## config.mk

```make
export PLATFORM = sky130hd
export DESIGN_NAME = updown_mod_counter
export DESIGN_NICKNAME = d
export VERILOG_FILES = /design/src/rtl/updown_mod_counter.sv
export SDC_FILE = /design/constraint.sdc
export NUM_CORES = 1
export LEC_CHECK = 0
export CAP_MARGIN = 5
export CORE_AREA = 2 2 39 41
export DETAILED_ROUTE_END_ITERATION = 16
export DIE_AREA = 0 0 41 43
export GPL_TIMING_DRIVEN = 0
export PLACE_DENSITY = 0.56
export SLEW_MARGIN = 40
export SYNTH_ARGS = -nofsm -noshare
export SYNTH_HDL_FRONTEND = slang
export SYNTH_SLANG_ARGS = --single-unit
export TNS_END_PERCENT = 1
```

## constraint.sdc

```tcl
create_clock -name CLK -period 1.4 [get_ports CLK]
set_input_delay 0.14 -clock CLK [delete_from_list [all_inputs] [get_ports CLK]]
set_output_delay 0.14 -clock CLK [all_outputs]
set_load 0.005 [all_outputs]
```

## src/rtl/updown_mod_counter.sv

```systemverilog
// Modulo-MOD up/down counter with parallel load, wrap or saturate at the limits,
// a one-cycle wrap pulse and a sticky saturation flag.
module updown_mod_counter #(
  parameter int W   = 4,
  parameter int MOD = 16,
  parameter int SAT = 0
) (
  input  logic         CLK,
  input  logic         CLR,
  input  logic         EN,
  input  logic         DIR,
  input  logic         LD,
  input  logic [W-1:0] D,
  output logic [W-1:0] Q,
  output logic         TC,
  output logic         WRAP,
  output logic         SATF
);

  // For MOD == 2**W the top value is all ones and the load clamp never fires.
  localparam logic [W-1:0] MAXV = W'(MOD - 1);

  logic         at_max;
  logic         at_min;
  logic [W-1:0] q_nxt;
  logic         wrap_nxt;
  logic         satf_nxt;

  assign at_max = (Q == MAXV);
  assign at_min = (Q == '0);
  assign TC     = EN & ~LD & ((~DIR & at_max) | (DIR & at_min));

  always_comb begin
    q_nxt    = Q;
    wrap_nxt = 1'b0;
    satf_nxt = SATF;
    if (LD) begin
      q_nxt    = (D > MAXV) ? MAXV : D;
      satf_nxt = 1'b0;
    end else if (EN) begin
      if (!DIR) begin
        if (!at_max) begin
          q_nxt = Q + W'(1);
        end else if (SAT != 0) begin
          satf_nxt = 1'b1;
        end else begin
          q_nxt    = '0;
          wrap_nxt = 1'b1;
        end
      end else begin
        if (!at_min) begin
          q_nxt = Q - W'(1);
        end else if (SAT != 0) begin
          satf_nxt = 1'b1;
        end else begin
          q_nxt    = MAXV;
          wrap_nxt = 1'b1;
        end
      end
    end
  end

  always_ff @(posedge CLK or posedge CLR) begin
    if (CLR) begin
      Q    <= '0;
      WRAP <= 1'b0;
      SATF <= 1'b0;
    end else begin
      Q    <= q_nxt;
      WRAP <= wrap_nxt;
      SATF <= satf_nxt;
    end
  end

endmodule

```

==> results of run 1 <==
[repair_timing]
item / CTS / global route
setup endpoints to repair: 9 / 6
pin swaps: 3 / 3
gates resized for setup: 19 / 9
hold endpoints to repair: 0 / 0
setup buffers: 7 / 0
[metal layers]
metal	wire (um)	vias up	GRT usage, %
met1	392	180	16.9
met3	89	0	7.85
met2	498	14	20.0
li1	-	192	-
met4	0	0	0
met5	0	-	0
[stage by stage]
| stage | setup slack [ps] | instances | power [uW] | hold slack [ps] | instance area (sq um) |
|---|---|---|---|---|---|
| floorplan | 48.0 | 43 | 274 | -81.5 | 367 |
| global route | -332 | 82 | 620 | 126 | 661 |
| global placement | -590 | 72 | 347 | 356 | 517 |
| detailed placement | -601 | 72 | 349 | 360 | 517 |
| CTS | -282 | 83 | 579 | 90.8 | 631 |
| finish | -260 | 82 | 581 | 84.2 | 661 |
[critical path: cells and delay by family, from the launching register on]
| family | cells | cell delay, ps |
|---|---|---|
| AOI/OAI and AO/OA | 1 | 60 |
| adders and majority gates | 1 | 130 |
| buffers and inverters | 2 | 210 |
| DFF | 1 | 420 |
| and+or+nand+nor | 3 | 450 |
[power groups by stage]
stage | registers [uW] | logic [uW] | clock network [uW]
2_1_floorplan | 190 | 84.1 | 0
3_3_place_gp | 196 | 150 | 0
3_5_place_dp | 197 | 152 | 0
4_1_cts | 191 | 210 | 177
5_1_grt | 195 | 237 | 188
6_report | 193 | 215 | 173
[final timing paths]
kind / from / end / slack, ps / depth (start not counted)
min reg2reg: Q[3] / Q[3] / 720 / 2
max: Q[0] / TC / -260 / 7
min in group CLK: LD / Q[0] / 310 / 3
min: CLR / WRAP / 80 / 2
max reg2reg: Q[0] / WRAP / -170 / 9
max in group asynchronous: CLR / Q[3] / 1110 / 2
[kinds of logic after synthesis]
kind of cell               share of synthesized area [%]
other                                               1.02
DFF                                                 34.1
AOI/OAI and AO/OA                                   27.3
xor gates and xnor gates                            7.17
adders and majority gates                           6.82
buffers and inverters                               7.17
and+or+nand+nor                                     16.4
[registers in the layout (all words and copies together) (netlist names)]
register  flops
Q             4
WRAP          1
[synth_stat cells, drive strengths merged (2+ instances only)]
cell type	instances	area, sq um
a21oi	3	15.0
o311ai	2	25.0
nor3	2	10.0
xnor2	2	17.5
inv	4	15.0
dfrtp	5	125
o21ai	4	20.0
nor2b	2	12.5
nand2	3	11.3
ha	2	25.0
nor2	2	7.51
[cell usage in the layout, fill, tap and decap left out, types with 2 or more instances in the layout]
cell	instances
buf_4	3
buf_6	4
clkbuf_4	3
clkbuf_1	2
nor2_1	2
nand2_1	3
inv_2	2
xnor2_1	2
dfrtp_2	4
inv_1	2
o21ai_0	4
dlymetal6s2s_1	3
clkdlybuf4s50_1	8
a21oi_1	3
[layout make-up]
type,instances,area [sq um],share of cell area [%]
Tap cell,16,20.0,3.03
Buffer,2,11.3,1.70
Multi-Input combinational cell,32,267,40.3
Inverter,4,15.0,2.27
Sequential cell,5,130,19.7
Timing Repair Buffer,19,191,29.0
Clock buffer,4,26.3,3.98
==> impl_results.rst, run 1 <==
.. list-table::
   :header-rows: 1

   * - Metric
     - Value
   * - Run status
     - finished, violations left
   * - Violated checks
     - setup timing
   * - Final Hold Fails
     - 0
   * - Largest net degree at the start of global routing
     - 11
   * - Share of the core filled with cells in the final layout
     - 47.7%
   * - Number of antenna violations at the first check in global routing
     - 0
   * - Setup CP Type
     - register to primary output
   * - TritonCTS buffer count
     - 3
   * - F_max
     - 0.602 GHz
   * - Clock-pin transition on the worst setup and hold timing paths
     - 50 ps
   * - Sw Ratio
     - 31.0%
   * - Startpoint types
     - register
   * - Half-perimeter wire length after detailed placement
     - 648 um
   * - Data arrival time at the worst-slack endpoint
     - 1520 ps
   * - Die outline height
     - 43 um
   * - Final slew viol count
     - 0
   * - Remaining DRCs
     - 0
   * - Clock tree root buffer cell
     - clkbuf_4
   * - IO buf count
     - 13
   * - Final-layout setup total negative slack
     - -579 ps
   * - Max FO, Critical Path
     - 2
   * - Antenna fix cells
     - 0
   * - Final wirelength
     - 980 um
   * - Count of distinct cell types in the synthesized netlist
     - 24
   * - Initial Utilization
     - 26.5%
   * - Fill count
     - 137
   * - Detailed Route Iter0 Violations
     - 5
   * - Largest buffer count on any clock path
     - 2
   * - Cell Pwr Density
     - 879 nW/um^2
   * - Top flip-flop cell by instance count after synthesis
     - dfrtp_1
   * - Fraction of final layout cells with drive strength greater than 1
     - 37.9%
   * - Count of flip-flops with a built-in enable after synthesis
     - 0
   * - Max_cap viols
     - 0
   * - Sequential fraction of the synthesis area
     - 34.1%
   * - Post-DRT Antenna Nets
     - 0
   * - Slowest cell on the critical path
     - dfrtp_2
   * - Depth of the CTS H-tree
     - 1
   * - Max stage delay on crit path
     - 420 ps
   * - Flip-flop and latch count after synthesis
     - 5
   * - Critical Path Sink Type
     - primary output
   * - Rows
     - 14
   * - Overall routing resource usage
     - 13.2%
   * - First-pass GRT wire length
     - 1.56 mm
   * - Final WS setup
     - -260 ps
   * - Area enclosed by the die boundary
     - 1760 sq um
   * - Area delta synth->final
     - 80.2%
   * - TritonCTS clock tree
     - yes
   * - P_int
     - 400 uW
   * - Required time at the worst-slack endpoint
     - 1260 ps
   * - First-pass DRT Iterations
     - 3
   * - Leakage
     - 0.000306 uW
   * - Final worst path period need
     - 1660 ps
   * - Total number of yosys warnings
     - 0
   * - Via count of the first global-routing pass
     - 348
   * - Synth Cell Area
     - 367 sq um
   * - Net count, final
     - 78
   * - Clock power frac
     - 29.8%
   * - Total nets after synthesis
     - 54
   * - Type of the worst min-delay path
     - input pin to async pin
   * - Number of hold buffers added after CTS
     - 0
   * - Async S/R FF share, synth
     - 100%
   * - Setup violations, final
     - 4
   * - Wirelength per Cell
     - 12.0 um
   * - Switching power total
     - 180 uW
   * - Chain of cells forming the critical path
     - inv_2 > ha_4 > and2_4 > nor3b_4 > a31oi_2 > nor3_1 > buf_2
   * - Part of the power in combinational logic
     - 37.0%
   * - Clock Latency Late Sink
     - 250 ps
   * - Maximum vdd ir drop
     - 0.000504 V
   * - Power share of the sequential group
     - 33.2%
   * - Placeable core area
     - 1380 sq um
   * - Post-Syn Instances
     - 43
   * - Via count
     - 386
   * - Vias per std cell
     - 4.71
   * - Post-route fraction of the period consumed by the critical path
     - 119%
   * - Synthesized area per cell
     - 8.53 sq um
   * - TritonCTS Sinks
     - 5
   * - Number of top-level pins
     - 16
   * - Layout Skew
     - 10.9 ps
   * - Horizontal die dimension
     - 41 um
   * - Setup repair after global routing missed its margin
     - yes
   * - Sum of overflow across all layers after global routing
     - 0
   * - Final GP Congestion
     - 0.722
(Power assumes the default switching activity.)
==> inputs of run 2 (changes only) <==
--- a/config.mk
+++ b/config.mk
@@ -10,7 +10,7 @@
 export DETAILED_ROUTE_END_ITERATION = 16
 export DIE_AREA = 0 0 41 43
 export GPL_TIMING_DRIVEN = 0
-export PLACE_DENSITY = 0.56
+export PLACE_DENSITY_LB_ADDON = 0.12
 export SLEW_MARGIN = 40
 export SYNTH_ARGS = -nofsm -noshare
 export SYNTH_HDL_FRONTEND = slang
==> impl_results.rst, run 2 (synthesis gave the netlist of run 1 again) <==
.. list-table::
   :header-rows: 1

   * - Metric
     - Value
   * - Run status
     - finished, violations left
   * - Violated checks
     - setup timing
   * - Largest registers
     - Q: 4 flops, WRAP: 1 flops
   * - Leading cell type in the layout, fill and taps excluded
     - buf_4
   * - Leakage
     - 0.000316 uW (+3.0%)
   * - PnR Total Power
     - 585 uW (+0.73%)
   * - Largest net degree at the start of global routing
     - 11 (unchanged)
   * - Final slew viol count
     - 0 (unchanged)
   * - Setup violations, final
     - 4 (unchanged)
   * - Via count
     - 393 (+1.8%)
   * - IO buf count
     - 13 (unchanged)
   * - Area delta synth->final
     - 85.0%
   * - Rows
     - 14 (unchanged)
   * - Fraction of final layout cells with drive strength greater than 1
     - 44.3% (+6.4 points)
   * - Multi-input logic area
     - 263 sq um (-1.4%)
   * - Net count, final
     - 82 (+5.1%)
   * - Clock tree root buffer cell
     - clkbuf_4
   * - Metal2 WL
     - 537 um (+7.8%)
   * - Wirelength per Cell
     - 11.5 um (-4.2%)
   * - Half-perimeter wire length after detailed placement
     - 673 um (+3.8%)
   * - TritonCTS Sinks
     - 5 (unchanged)
   * - Routed wire length on met3
     - 44 um (-51%)
   * - F_max
     - 0.598 GHz (-0.73%)
   * - Path depth of the worst reg2reg path
     - 10 (+1)
   * - Startpoint types
     - register
   * - Post-route fraction of the period consumed by the critical path
     - 119% (+0.87 points)
   * - Final Hold Fails
     - 0 (unchanged)
   * - Initial Utilization
     - 26.5% (unchanged)
   * - First-pass DRT Iterations
     - 2 (-1)
   * - Horizontal die dimension
     - 41 um (unchanged)
   * - Cell total after placement
     - 72 (unchanged)
   * - Post-route insts no fill
     - 86 (+4.9%)
   * - Antenna fix cells
     - 0 (unchanged)
   * - Instance area at placement
     - 517 sq um (unchanged)
   * - Required time at the worst-slack endpoint
     - 1560 ps (+300 ps)
   * - Top routing layer in use
     - met3
   * - Fill count
     - 154 (+12%)
   * - Met1 WL
     - 404 um (+3.1%)
   * - Number of top-level pins
     - 16 (unchanged)
   * - Max FO, Critical Path
     - 3 (+1)
   * - Capturing point of the worst reg2reg path
     - WRAP
   * - Sum of overflow across all layers after global routing
     - 0 (unchanged)
   * - Post-DRT Antenna Nets
     - 0 (unchanged)
   * - Die outline height
     - 43 um (unchanged)
   * - Critical Path Sink Type
     - register
   * - TritonCTS clock tree
     - yes
   * - Post-route design area
     - 678 sq um (+2.7%)
   * - Maximum vdd ir drop
     - 0.000212 V (-58%)
   * - Data arrival time at the worst-slack endpoint
     - 1830 ps (+310 ps)
   * - Clock Latency Late Sink
     - 240 ps (about the same)
   * - Detailed Route Iter0 Violations
     - 7 (+2)
   * - Reg-to-reg slack, setup
     - -270 ps (-100 ps)
   * - Top reg by flops
     - Q
   * - Final GP Congestion
     - 0.652 (-9.7%)
   * - Post-place setup slack
     - -585 ps (+16.0 ps)
   * - Layout Skew
     - 3.33 ps (-7.56 ps)
   * - Capture point of the worst path
     - WRAP
   * - Type of the worst min-delay path
     - input pin to async pin
   * - Top library cells by usage in the layout, fill and taps aside
     - 10 x buf_4, 8 x clkdlybuf4s50_1, 4 x dfrtp_2, 4 x o21ai_0
   * - Clock-pin transition on the worst setup and hold timing paths
     - 40 ps (about the same)
   * - Final WS setup
     - -272 ps (-12.2 ps)
   * - Overall routing resource usage
     - 13.5% (+0.32 points)
   * - Number of antenna violations at the first check in global routing
     - 0 (unchanged)
   * - Final wirelength
     - 985 um (+0.51%)
   * - Area enclosed by the die boundary
     - 1760 sq um (unchanged)
   * - Setup CP Type
     - register to register
   * - Number of flip-flops under the largest register name
     - 4 (unchanged)
   * - Critical register-to-register path startpoint
     - Q[0]
   * - First-pass GRT wire length
     - 1.59 mm (+1.8%)
   * - Origin of the worst setup path
     - Q[0]
   * - Setup repair after global routing missed its margin
     - yes
   * - TritonCTS buffer count
     - 3 (unchanged)
   * - Sequential cell area
     - 130 sq um (unchanged)
   * - Number of hold buffers added after CTS
     - 0 (unchanged)
   * - Vias per std cell
     - 4.57 (-2.9%)
   * - Remaining DRCs
     - 0 (unchanged)
   * - Via count of the first global-routing pass
     - 390 (+12%)
   * - Depth of the CTS H-tree
     - 1 (unchanged)
   * - Cell Pwr Density
     - 862 nW/um^2 (-1.9%)
   * - Placeable core area
     - 1380 sq um (unchanged)
   * - Max_cap viols
     - 0 (unchanged)
   * - Final worst path period need
     - 1670 ps (+12.2 ps)
   * - Largest buffer count on any clock path
     - 2 (unchanged)
==> run 2: changes by cell type in the layout (fill, tap and decap cells not counted) <==
cell           previous run  this run
buf_6                     4         2
ha_1                      1         0
ha_2                      0         1
nor3_4                    1         0
nor3_2                    0         1
buf_4                     3        10
a21boi_0                  1         0
a21boi_1                  0         1
dlygate4sd2_1             1         0
==> run 2: worst min-delay path by stage <==
stage                     start  endpoint  cells after the start
after floorplan             CLR      Q[0]                      1
after global placement      CLR      Q[0]                      2
after detailed placement    CLR      Q[0]                      2
after CTS                   CLR      Q[0]                      2
after global routing        CLR      WRAP                      2
final                       CLR      Q[0]                      2
==> run 2: power by group <==
part / switching [uW] / total (uW) / internal, uW
logic: 86.4 / 229 / 143
clock network: 53.0 / 160 / 107
registers: 32.0 / 195 / 163
==> run 2: final cells by class <==
type | count | share of cell area, %
plain buffers | 2 | 1.66
clock buffers | 4 | 3.87
inverters | 4 | 2.21
multi-input cells | 32 | 38.7
flip-flops and latches | 5 | 19.2
well taps | 16 | 2.95
repair buffers | 23 | 31.4
==> run 2: per-layer routing <==
layer	up-vias	global-route usage, %
met5	-	0
li1	199	-
met2	8	21.6
met4	0	8.00
met3	0	1.57
met1	186	16.3
==> run 2: through the flow <==
stage	TNS, ps	utilization [%]	hold slack (ps)
after global placement	-797	37.3	354
after global routing	-988	49.0	125
after floorplan	0	-	-81.5
final	-636	49.0	93.9
after CTS	-701	46.4	99.3
after detailed placement	-888	37.3	352
==> run 2: what timing repair did <==
| item | CTS | global route |
|---|---|---|
| pin swaps | 3 | 3 |
| cloned | 0 | 0 |
| setup buffers | 10 | 0 |
| resized for setup | 15 | 12 |
| endpoints found under the setup margin | 8 | 7 |
==> run 2: critical path: stages, from the launching register on <==
cell     delay, ps
dfrtp_2        430
inv_2           80
ha_4           120
and2_4         130
nor3b_4        180
a31oi_2         70
buf_4          150
buf_4          120
buf_4          120
buf_4          120
nor3_2          80
